<file path="config.mk">
export PLATFORM = sky130hd
export DESIGN_NAME = ofm_csum_insert
export DESIGN_NICKNAME = d
export VERILOG_FILES = /design/src/rtl/ofm_pkg.sv /design/src/rtl/ofm_sum_queue.sv /design/src/rtl/ofm_csum_insert.sv
export SDC_FILE = /design/constraint.sdc
export NUM_CORES = 1
export LEC_CHECK = 0
export BUFFER_PORTS_ARGS = -buffer_cell sky130_fd_sc_hd__buf_2
export CORE_ASPECT_RATIO = 1.1
export CORE_MARGIN = 3
export CORE_UTILIZATION = 39
export DETAILED_ROUTE_END_ITERATION = 10
export SETUP_SLACK_MARGIN = 0.02
export SLEW_MARGIN = 20
export SYNTH_ARGS = -nofsm -noshare
export SYNTH_HDL_FRONTEND = slang
export SYNTH_HIERARCHICAL = 1
export SYNTH_SLANG_ARGS = --single-unit
</file>
<file path="constraint.sdc">
create_clock -name mm2s_clk -period 4.85 [get_ports mm2s_clk]
set_input_delay 0.97 -clock mm2s_clk [delete_from_list [all_inputs] [get_ports mm2s_clk]]
set_output_delay 0.97 -clock mm2s_clk [all_outputs]
set_load 0.02 [all_outputs]
</file>
<file path="src/rtl/ofm_pkg.sv">
// Shared definitions for the TX checksum insert path: data FIFO field layout and checksum record format.
// Latency: none. This package holds types, constants and a combinational popcount helper only.
// Backpressure: not applicable.
package ofm_pkg;

  // Data FIFO word layout: {tlast, tkeep[7:0], tdata[63:0]}
  localparam int TDATA_LSB = 0;
  localparam int TKEEP_LSB = 64;
  localparam int TLAST_BIT = 72;
  localparam int DFIFO_W   = 73;

  // Checksum record: {en, insert offset, folded sum}
  localparam int SUMREC_W  = 33;

  typedef struct packed {
    logic        en;
    logic [15:0] ins;
    logic [15:0] sum;
  } sum_rec_t;

  typedef enum logic {
    ST_IDLE   = 1'b0,
    ST_STREAM = 1'b1
  } ins_state_t;

  // Number of valid bytes in a beat (population count of tkeep)
  function automatic logic [3:0] keep_to_cnt(input logic [7:0] keep);
    logic [3:0] cnt;
    cnt = '0;
    for (int i = 0; i < 8; i++) begin
      cnt = cnt + {3'b000, keep[i]};
    end
    return cnt;
  endfunction

endpackage

</file>
<file path="src/rtl/ofm_sum_queue.sv">
// Per-frame checksum record queue: a C_DEPTH x C_W synchronous FIFO with first-word fall-through output.
// Latency: a pushed record is visible on pop_dat the cycle after the push.
// Backpressure: a push while full is dropped unless a pop happens in the same cycle, so the caller must watch full.
module ofm_sum_queue #(
  parameter int C_DEPTH = 4,
  parameter int C_W     = 33
) (
  input  logic           mm2s_clk,
  input  logic           mm2s_resetn,
  input  logic           push,
  input  logic [C_W-1:0] push_dat,
  input  logic           pop,
  output logic [C_W-1:0] pop_dat,
  output logic           full,
  output logic           empty
);

  localparam int AW = $clog2(C_DEPTH);

  logic [C_W-1:0] mem [C_DEPTH];
  logic [AW:0]    wr_ptr;
  logic [AW:0]    rd_ptr;
  logic           wr_en;
  logic           rd_en;

  // A simultaneous pop frees a slot, so a push while full is still accepted
  assign rd_en = pop && !empty;
  assign wr_en = push && (!full || rd_en);

  assign empty   = (wr_ptr == rd_ptr);
  assign full    = (wr_ptr[AW] != rd_ptr[AW]) && (wr_ptr[AW-1:0] == rd_ptr[AW-1:0]);
  assign pop_dat = mem[rd_ptr[AW-1:0]];

  // Pointer update; the extra MSB distinguishes full from empty
  always_ff @(posedge mm2s_clk or negedge mm2s_resetn) begin
    if (!mm2s_resetn) begin
      wr_ptr <= '0;
      rd_ptr <= '0;
    end else begin
      if (wr_en) wr_ptr <= wr_ptr + (AW+1)'(1);
      if (rd_en) rd_ptr <= rd_ptr + (AW+1)'(1);
    end
  end

  // Record storage; contents need no reset because the pointers gate visibility
  always_ff @(posedge mm2s_clk) begin
    if (wr_en) mem[wr_ptr[AW-1:0]] <= push_dat;
  end

endmodule

</file>
<file path="src/rtl/ofm_csum_insert.sv">
// Holds each TX frame in the data FIFO until its checksum record is queued, then streams it to AXI4-Stream with the checksum patched in.
// Latency: the data FIFO head appears on m_axis_tvalid 1 cycle after the pop, once a record is present.
// Backpressure: a single output register that pops a new beat only when it is empty or being drained, giving full rate with tready=1.
module ofm_csum_insert
  import ofm_pkg::*;
#(
  parameter int C_SUM_DEPTH = 4,
  parameter bit C_INVERT    = 1'b1
) (
  input  logic               mm2s_clk,
  input  logic               mm2s_resetn,
  input  logic [DFIFO_W-1:0] data_fifo_rdata,
  input  logic               data_fifo_empty,
  output logic               data_fifo_rden,
  input  logic [15:0]        TxSum,
  input  logic               TxSum_valid,
  input  logic [15:0]        TxCsInsert,
  input  logic               TxCsEn,
  output logic [63:0]        m_axis_tdata,
  output logic [7:0]         m_axis_tkeep,
  output logic               m_axis_tlast,
  output logic               m_axis_tvalid,
  input  logic               m_axis_tready,
  output logic               sum_q_full,
  output logic               sum_ovf,
  output logic               insert_miss
);

  ins_state_t            state_q, state_d;
  logic [SUMREC_W-1:0]   q_pop_dat;
  sum_rec_t              q_rec;
  logic                  q_full, q_empty;
  logic                  rec_pop, beat_pop;

  logic [15:0]           csum_q, ins_q, bcnt_q;
  logic                  en_q, msb_done_q, lsb_done_q;
  logic [15:0]           ins_p1;

  logic [63:0]           fifo_dat;
  logic [7:0]            fifo_keep;
  logic                  fifo_last;
  logic [63:0]           pat_dat;
  logic                  hit_msb, hit_lsb;

  logic                  out_vld;
  logic [63:0]           out_dat;
  logic [7:0]            out_keep;
  logic                  out_last;

  assign fifo_dat  = data_fifo_rdata[TDATA_LSB +: 64];
  assign fifo_keep = data_fifo_rdata[TKEEP_LSB +: 8];
  assign fifo_last = data_fifo_rdata[TLAST_BIT];
  assign q_rec     = sum_rec_t'(q_pop_dat);
  assign ins_p1    = ins_q + 16'd1;

  ofm_sum_queue #(
    .C_DEPTH (C_SUM_DEPTH),
    .C_W     (SUMREC_W)
  ) u_sum_queue (
    .mm2s_clk    (mm2s_clk),
    .mm2s_resetn (mm2s_resetn),
    .push        (TxSum_valid),
    .push_dat    ({TxCsEn, TxCsInsert, TxSum}),
    .pop         (rec_pop),
    .pop_dat     (q_pop_dat),
    .full        (q_full),
    .empty       (q_empty)
  );

  // State register
  always_ff @(posedge mm2s_clk or negedge mm2s_resetn) begin
    if (!mm2s_resetn) state_q <= ST_IDLE;
    else              state_q <= state_d;
  end

  // Next state, record pop and beat pop; a new record is taken on the tlast beat when one is already waiting
  always_comb begin
    state_d  = state_q;
    rec_pop  = 1'b0;
    beat_pop = 1'b0;
    case (state_q)
      ST_IDLE: begin
        if (!q_empty) begin
          rec_pop = 1'b1;
          state_d = ST_STREAM;
        end
      end
      ST_STREAM: begin
        beat_pop = !data_fifo_empty && (!out_vld || m_axis_tready);
        if (beat_pop && fifo_last) begin
          if (!q_empty) rec_pop = 1'b1;
          else          state_d = ST_IDLE;
        end
      end
      default: state_d = ST_IDLE;
    endcase
  end

  assign data_fifo_rden = beat_pop;

  // Lane patch: lane i carries frame byte bcnt+i; only kept lanes may be overwritten
  always_comb begin
    pat_dat = fifo_dat;
    hit_msb = 1'b0;
    hit_lsb = 1'b0;
    for (int i = 0; i < 8; i++) begin
      if (en_q && fifo_keep[i]) begin
        if (bcnt_q + 16'(i) == ins_q) begin
          pat_dat[8*i +: 8] = csum_q[15:8];
          hit_msb           = 1'b1;
        end
        if (bcnt_q + 16'(i) == ins_p1) begin
          pat_dat[8*i +: 8] = csum_q[7:0];
          hit_lsb           = 1'b1;
        end
      end
    end
  end

  // Working record and frame byte counter; a record load restarts the count for the next frame
  always_ff @(posedge mm2s_clk or negedge mm2s_resetn) begin
    if (!mm2s_resetn) begin
      csum_q     <= '0;
      ins_q      <= '0;
      en_q       <= 1'b0;
      bcnt_q     <= '0;
      msb_done_q <= 1'b0;
      lsb_done_q <= 1'b0;
    end else if (rec_pop) begin
      csum_q     <= C_INVERT ? ~q_rec.sum : q_rec.sum;
      ins_q      <= q_rec.ins;
      en_q       <= q_rec.en;
      bcnt_q     <= '0;
      msb_done_q <= 1'b0;
      lsb_done_q <= 1'b0;
    end else if (beat_pop) begin
      bcnt_q     <= bcnt_q + {12'd0, keep_to_cnt(fifo_keep)};
      msb_done_q <= msb_done_q | hit_msb;
      lsb_done_q <= lsb_done_q | hit_lsb;
    end
  end

  // Sticky error flags: dropped record, and checksum bytes not fully placed by the end of the frame
  always_ff @(posedge mm2s_clk or negedge mm2s_resetn) begin
    if (!mm2s_resetn) begin
      sum_ovf     <= 1'b0;
      insert_miss <= 1'b0;
    end else begin
      if (TxSum_valid && q_full && !rec_pop)
        sum_ovf <= 1'b1;
      if (beat_pop && fifo_last && en_q &&
          !((msb_done_q | hit_msb) && (lsb_done_q | hit_lsb)))
        insert_miss <= 1'b1;
    end
  end

  // Output register: load on pop, hold while stalled, empty when drained with nothing behind it
  always_ff @(posedge mm2s_clk or negedge mm2s_resetn) begin
    if (!mm2s_resetn) begin
      out_vld  <= 1'b0;
      out_dat  <= '0;
      out_keep <= '0;
      out_last <= 1'b0;
    end else if (beat_pop) begin
      out_vld  <= 1'b1;
      out_dat  <= pat_dat;
      out_keep <= fifo_keep;
      out_last <= fifo_last;
    end else if (m_axis_tready) begin
      out_vld  <= 1'b0;
    end
  end

  assign m_axis_tvalid = out_vld;
  assign m_axis_tdata  = out_dat;
  assign m_axis_tkeep  = out_keep;
  assign m_axis_tlast  = out_last;
  assign sum_q_full    = q_full;

endmodule

</file>
==> flow_summary.ini, run 1 <==
[yosys]
synthXorXnorAreaFrac = 0.1104
syn-instance-count = 1571
synth_warnings = 6
synth_compound_area_frac = 0.1499
yosys-top-cells-count = 191 x sky130_fd_sc_hd__nand2_1, 134 x sky130_fd_sc_hd__dfrtp_1, 132 x sky130_fd_sc_hd__edfxtp_1
ys_dominant_reg_cell = sky130_fd_sc_hd__dfrtp_1
area_share_of_and_or_nand_nor_cells_after_synthesis = 0.1820
postSynthRegisterBits = 266
count_of_flip_flops_with_a_built_in_enable_after_synthesis = 132
synth_area_per_cell_um2 = 10.50
synth_top_family_by_area = simple AND/OR/NAND/NOR gates
seq_area_frac_synth = 0.4435
netlist_top_cells_area = sky130_fd_sc_hd__edfxtp_1 24%, sky130_fd_sc_hd__dfrtp_1 20%, sky130_fd_sc_hd__xnor2_1 5.4%
cell_type_with_the_largest_total_area_after_synthesis = sky130_fd_sc_hd__edfxtp_1
netlist.area_leader.share = 0.2402
ys_async_sr_fraction = 0.5038
synth_adder_area_share = 0.02199
synthMuxAreaShare = 0.05020
post_synth_instance_area_um2 = 16500
synth_most_common_cell = sky130_fd_sc_hd__nand2_1
synth.net_count = 1708
yosysUniqueCellTypes = 105

[sta]
timing.final.max_slew_violations = 0
post-route-min-period_ns = 4.209
max_clock_freq_mhz = 237.6
timing.final.crit_share = 0.8678
setup_ws_ns = 0.6410
timing_worst_slew_pin_value_ns = 1.266
fin_hold_ws_ns = 0.4456
setup_tns_ns = 0
timing.final.setup_violations = 0
final_hold_viol_count = 0
finalClockSkew_ns = 0.03381
slew_headroom = 0.1502
rsz0062_at_grt = false

[final_layout]
design.final.nets = 1869
share_of_cells_above_drive_strength_1 = 0.2305
number_of_standard_cells_in_the_layout_taps_in_and_fillers_out = 2317
postLayoutCellArea_um2 = 19050
syn_to_final_growth_pct = 15.48

[floorplan]
core.rowCount = 78
design.portCount = 189
starting_density_of_the_core = 0.3978
fp.coreArea_um2 = 41480
chipHeight_um = 221.7
design.die.area_um2 = 44810
die-width_um = 202.1

[place]
detailed_place.area_um2 = 18020
pre_cts_slack_ns = 0.07157
globalplace.congestion = 1.010
numPortBuffers = 188
placed_cells_incl_taps = 2261
hpwl_reported_at_the_end_of_detailed_placement_um = 43770

[clocking]
clock_sinks = 266
clock_slew_at_the_register_clock_pins_of_the_worst_setup_and_hold_paths_ns = 0.07
clock_tree.root_cell = sky130_fd_sc_hd__clkbuf_16
htree_num_levels = 1
tritoncts.num_buffers = 29
clkLatencyLatePin_ns = 0.58
cts-resized-gates = 0
cts-root-to-sink-buffers = 3
tritoncts_clock_tree = built
post_cts.repair.setup_buffers = 0
post_cts_hold_fix_bufs = 0

[drt]
initialDrtViolationCount = 1459
wl_um = 57510
detail_route.drc_violations = 0
vias = 13870
antenna_violating_nets_remaining = 0
drt_pass_1_iters = 6
via_per_inst = 5.987
wire_per_inst_um = 24.82

[worst_hold_path]
timing.hold.worst.class = input port to asynchronous set/reset pin

[pwr]
netSwitchingPower_uw = 5189
seq_power_share = 0.317
total_leakage_power_uw = 0.007318
power_report.internal_total_uw = 6647
switching_part_of_the_total_power = 0.4384
power.share.combinational = 0.485
pwr-share-clk = 0.198
power_density_nw_per_um2 = 621.2
worst_ir_drop_on_vdd_v = 0.0003523

[setup_path]
critical_path.reg2reg.endpoint = lsb_done_q$_DFFE_PN0P_
worst_r2r_startpoint = bcnt_q[6]$_DFFE_PN0P_
critical_path_arrival_ns = 4.62
critical_path.max_fanout = 3
timing_worst_setup_path_type = input port to flop
worst-r2r-cell-count = 9
critical_path.endpoint_type = flop
cp.required_ns = 5.26
rrSetupSlack_ns = 0.75
worst_setup_path_start_kind = input port

[global_route]
grt_pass1_vias = 13530
grt.overflow.total = 0
global_route_wire_length_before_repair_um = 87010
initial_antenna_violation_count = 5
groute.usage.overall = 0.2513
largest_net_degree_at_the_start_of_global_routing = 89

[run]
maxCapViolCount = 0

[status]
status = finished clean
-- power by group through the flow --
stage	Clock [uW]	Sequential, uW	Combinational [uW]
2_1_floorplan	0	3500	3950
3_3_place_gp	0	3750	5660
3_5_place_dp	0	3770	5660
4_1_cts	2400	3730	5680
5_1_grt	2490	3810	6150
6_report	2340	3760	5740
-- final cells by class --
type                            count  area, um^2
Clock inverter                     18       274.0
Multi-Input combinational cell   1155        8492
Fill cell                        3963       22420
Tap cell                          560       700.7
Sequential cell                   266        7318
Inverter                           33       123.9
Timing Repair Buffer              247        1390
Clock buffer                       34       744.5
Antenna cell                        4       10.01
-- critical path, cell delays in order --
cell and delay [ns]:
sky130_fd_sc_hd__buf_2 0.13, sky130_fd_sc_hd__fa_1 0.57, sky130_fd_sc_hd__inv_1 0.07, sky130_fd_sc_hd__fa_1 0.49
sky130_fd_sc_hd__fa_1 0.43, sky130_fd_sc_hd__fa_1 0.42, sky130_fd_sc_hd__fa_1 0.41, sky130_fd_sc_hd__nor2b_1 0.16
sky130_fd_sc_hd__o21ai_0 0.09, sky130_fd_sc_hd__a21oi_1 0.16, sky130_fd_sc_hd__buf_4 0.17, sky130_fd_sc_hd__nand2_1 0.08
sky130_fd_sc_hd__nor2_1 0.15, sky130_fd_sc_hd__nand3_1 0.11, sky130_fd_sc_hd__xor2_1 0.16, sky130_fd_sc_hd__nor2_1 0.06
-- kinds of logic (layout without fill, tap and decap cells) --
group           after synthesis  in the layout
simple gates                572            572
compound gates              355            355
flops                       266            266
xor+xnor                    161            161
buf+inv                     150            332
mux                          41             41
fa+ha+maj                    26             26
other cells                   0              4
-- worst max path at each step --
stage | start | endpoint | slack [ns] | cells past startpoint
5_1_grt | bcnt_q[6]$_DFFE_PN0P_ | m_axis_tdata[59]$_DFFE_PN0P_ | 0.44 | 10
3_5_place_dp | data_fifo_rdata[64] | bcnt_q[14]$_DFFE_PN0P_ | 0.07 | 16
2_1_floorplan | data_fifo_rdata[64] | bcnt_q[14]$_DFFE_PN0P_ | 0.49 | 14
6_report | data_fifo_rdata[64] | bcnt_q[14]$_DFFE_PN0P_ | 0.64 | 16
4_1_cts | data_fifo_rdata[64] | bcnt_q[14]$_DFFE_PN0P_ | 0.65 | 16
3_3_place_gp | data_fifo_rdata[64] | bcnt_q[14]$_DFFE_PN0P_ | 0.11 | 16
-- registers in the layout (all words and copies together), names as in the netlist --
signal              flops
state_q                 1
csum_q                 16
m_axis_tlast            1
u_sum_queue/rd_ptr      3
msb_done_q              1
u_sum_queue/mem       132
u_sum_queue/wr_ptr      3
insert_miss             1
sum_ovf                 1
m_axis_tvalid           1
ins_q                  16
bcnt_q                 16
en_q                    1
m_axis_tdata           64
lsb_done_q              1
m_axis_tkeep            8
-- per-layer routing --
layer	up-vias	wire, um	part of all wire	track usage
li1	6219	-	-	-
met1	6806	24090	0.42	0.3472
met2	689	26460	0.46	0.4016
met3	156	4012	0.070	0.02922
met4	2	2928	0.051	0.1093
met5	-	13	0.00023	0
-- per-stage QoR --
stage	util	total power [uW]
3_5_place_dp	0.4346	9424
4_1_cts	0.4591	11810
6_report	0.4594	11840
3_3_place_gp	0.4346	9402
2_1_floorplan	-	7455
5_1_grt	0.4594	12450
-- cell usage in the layout, fill, tap and decap left out, drive strengths merged, types with 8 or more instances in the layout --
cell type / n
buf: 247
nand2: 195
dfrtp: 134
edfxtp: 132
xnor2: 106
nor2: 100
a21oi: 67
o21ai: 66
o22ai: 58
nor3: 49
nand3: 46
nand4: 44
xor2: 35
clkbuf: 34
mux4: 33
inv: 32
and3: 29
ha: 21
nor4: 20
xnor3: 19
a22oi: 19
o221a: 19
and4: 18
a211oi: 17
and2: 13
a2bb2oi: 11
a2111oi: 10
a31oi: 9
o22a: 9
or4: 9
o31ai: 8
or2: 8
clkinv: 8
Power figures use the tool's default switching activity.
==> run 2: changes to the inputs <==
--- a/config.mk
+++ b/config.mk
@@ -8,8 +8,9 @@
 export BUFFER_PORTS_ARGS = -buffer_cell sky130_fd_sc_hd__buf_2
 export CORE_ASPECT_RATIO = 1.1
 export CORE_MARGIN = 3
-export CORE_UTILIZATION = 39
+export CORE_UTILIZATION = 45
 export DETAILED_ROUTE_END_ITERATION = 10
+export RECOVER_POWER = 100
 export SETUP_SLACK_MARGIN = 0.02
 export SLEW_MARGIN = 20
 export SYNTH_ARGS = -nofsm -noshare
==> flow_summary.ini, run 2 (same netlist as run 1, synthesis figures left out) <==
[status]
status = finished, violations left
violated_checks = capacitance limit, slew limit

[worst_hold_path]
hold-path-cell-count = 2
timing.hold.worst.class = flop to flop
worst_hold_startpoint = m_axis_tdata[45]$_DFFE_PN0P_
timing.hold.worst_endpoint = m_axis_tdata[45]$_DFFE_PN0P_

[setup_path]
worst_r2r_startpoint = ins_q[3]$_DFFE_PN0P_
timing_worst_setup_path_type = flop to flop
critical_path.reg2reg.endpoint = m_axis_tdata[33]$_DFFE_PN0P_
worst_setup_path_start_kind = flop
cp.required_ns = 5.33
cp_cell_sequence = nand3_1, nor4_4, clkbuf_1, xnor2_1, xnor2_1, or2_0, nor4_1, nand3b_4, o22ai_1, a21oi_1
critical_path.max_fanout = 11
rrSetupSlack_ns = 0.42
critical_path.endpoint_type = flop
path_buf_inv = 1
cp_max_delay_cell = sky130_fd_sc_hd__dfrtp_1
cpMostUsedCell = sky130_fd_sc_hd__xnor2_1
worst-r2r-cell-count = 10
critical_path_arrival_ns = 4.91
critPathMaxStageDelay_ns = 0.74
critical_path.top_delay_family = simple AND/OR/NAND/NOR gates

[drt]
via_per_inst = 6.137
detail_route.drc_violations = 0
wire_per_inst_um = 25.66
drt_pass_1_iters = 7
initialDrtViolationCount = 1217
antenna_violating_nets_remaining = 0
wl_um = 57550
vias = 13770

[sta]
setup_tns_ns = 0
post-route-min-period_ns = 4.426
max_clock_freq_mhz = 226.0
timing.final.max_slew_violations = 275
finalClockSkew_ns = 0.03232
fin_hold_ws_ns = 0.4774
rsz0062_at_grt = false
timing_worst_slew_pin_value_ns = 2.384
timing.final.setup_violations = 0
timing.final.crit_share = 0.9125
final_hold_viol_count = 0
slew_headroom = -0.5894

[floorplan]
design.portCount = 189
fp.coreArea_um2 = 35670
design.die.area_um2 = 39000
chipHeight_um = 206.8
die-width_um = 188.6
starting_density_of_the_core = 0.4625
core.rowCount = 72

[clocking]
cts-root-to-sink-buffers = 3
clock_tree.root_cell = sky130_fd_sc_hd__clkbuf_16
clock_slew_at_the_register_clock_pins_of_the_worst_setup_and_hold_paths_ns = 0.06
clkLatencyLatePin_ns = 0.57
clock_sinks = 266
post_cts.repair.setup_buffers = 0
tritoncts.num_buffers = 28
htree_num_levels = 1
tritoncts_clock_tree = built
cts-resized-gates = 0
post_cts_hold_fix_bufs = 0

[final_layout]
mostFrequentLayoutCells = 194 x sky130_fd_sc_hd__nand2_1, 133 x sky130_fd_sc_hd__dfrtp_1, 132 x sky130_fd_sc_hd__edfxtp_1
share_of_cells_above_drive_strength_1 = 0.1606
syn_to_final_growth_pct = 13.57
design.final.nets = 1877
antenna_cells_inserted = 0
final_common_cell = sky130_fd_sc_hd__nand2_1
fillers = 3345
largest_register_ff_count = 132
multi_input_area_um2 = 8456
area.sequential_um2 = 7318

[global_route]
groute.usage.overall = 0.2888
initial_antenna_violation_count = 0
global_route_wire_length_before_repair_um = 85440
grt_pass1_vias = 13390
grt.overflow.total = 0
largest_net_degree_at_the_start_of_global_routing = 91

[place]
globalplace.congestion = 1.030
numPortBuffers = 188
hpwl_reported_at_the_end_of_detailed_placement_um = 43530

[pwr]
total_leakage_power_uw = 0.007000
power_density_nw_per_um2 = 625.5
worst_ir_drop_on_vdd_v = 0.0003885

[run]
maxCapViolCount = 6
-- run 2: cell types whose count changed in the layout (fill, tap and decap cells not counted), sizes merged --
cell	delta
diode	-4
clkinv	+4
buf	-117
clkbuf	+127
bufinv	-2
inv	-1
clkinvlp	-2
-- run 2: final cells by class --
type	instances	share of cell area
timing repair buffer	256	0.06791
inverter	33	0.006611
clock inverter	17	0.01115
sequential	266	0.3906
multi-input combinational	1155	0.4513
clock buffer	35	0.04040
tap	481	0.03212
-- run 2: how the worst max path moves through the flow --
stage,startpoint,to,slack (ns),cells after the start
finish,ins_q[3]$_DFFE_PN0P_,m_axis_tdata[33]$_DFFE_PN0P_,0.42,10
global route,ins_q[3]$_DFFE_PN0P_,m_axis_tdata[61]$_DFFE_PN0P_,0.23,10
CTS,data_fifo_rdata[64],bcnt_q[14]$_DFFE_PN0P_,0.67,16
detailed placement,data_fifo_rdata[64],bcnt_q[14]$_DFFE_PN0P_,0.10,16
global placement,data_fifo_rdata[64],bcnt_q[14]$_DFFE_PN0P_,0.11,16
floorplan,data_fifo_rdata[64],bcnt_q[14]$_DFFE_PN0P_,0.49,14
-- run 2: tightest hold or removal path, cell delays in order (launching register included) --
cell and delay (ns):
sky130_fd_sc_hd__dfrtp_1 0.34, sky130_fd_sc_hd__nand2_1 0.04, sky130_fd_sc_hd__o21ai_0 0.06
-- run 2: where the power goes --
group / internal [uW] / switching [uW] / total (uW)
logic: 2180 / 3580 / 5770
clock network: 1320 / 893 / 2220
registers: 3020 / 713 / 3740
-- run 2: metal layers --
metal  up-vias  GRT usage  routed length, um
li1       6235          -                  -
met1      6795     0.4041              24430
met2       612     0.4584              26300
met3       124    0.03935               4088
met4         0     0.1176               2727
met5         -          0                  0
-- run 2: per-stage QoR --
stage | instance area, um^2 | utilization | instances | setup slack [ns] | power, uW
after floorplan | 16500 | - | 1571 | 0.4904 | 7455
after global placement | 17990 | 0.5044 | 2191 | 0.1077 | 9480
after detailed placement | 17990 | 0.5044 | 2191 | 0.1032 | 9503
after CTS | 18960 | 0.5315 | 2243 | 0.6737 | 11750
after global routing | 18740 | 0.5253 | 2243 | 0.2322 | 12290
final | 18740 | 0.5253 | 2243 | 0.4243 | 11720
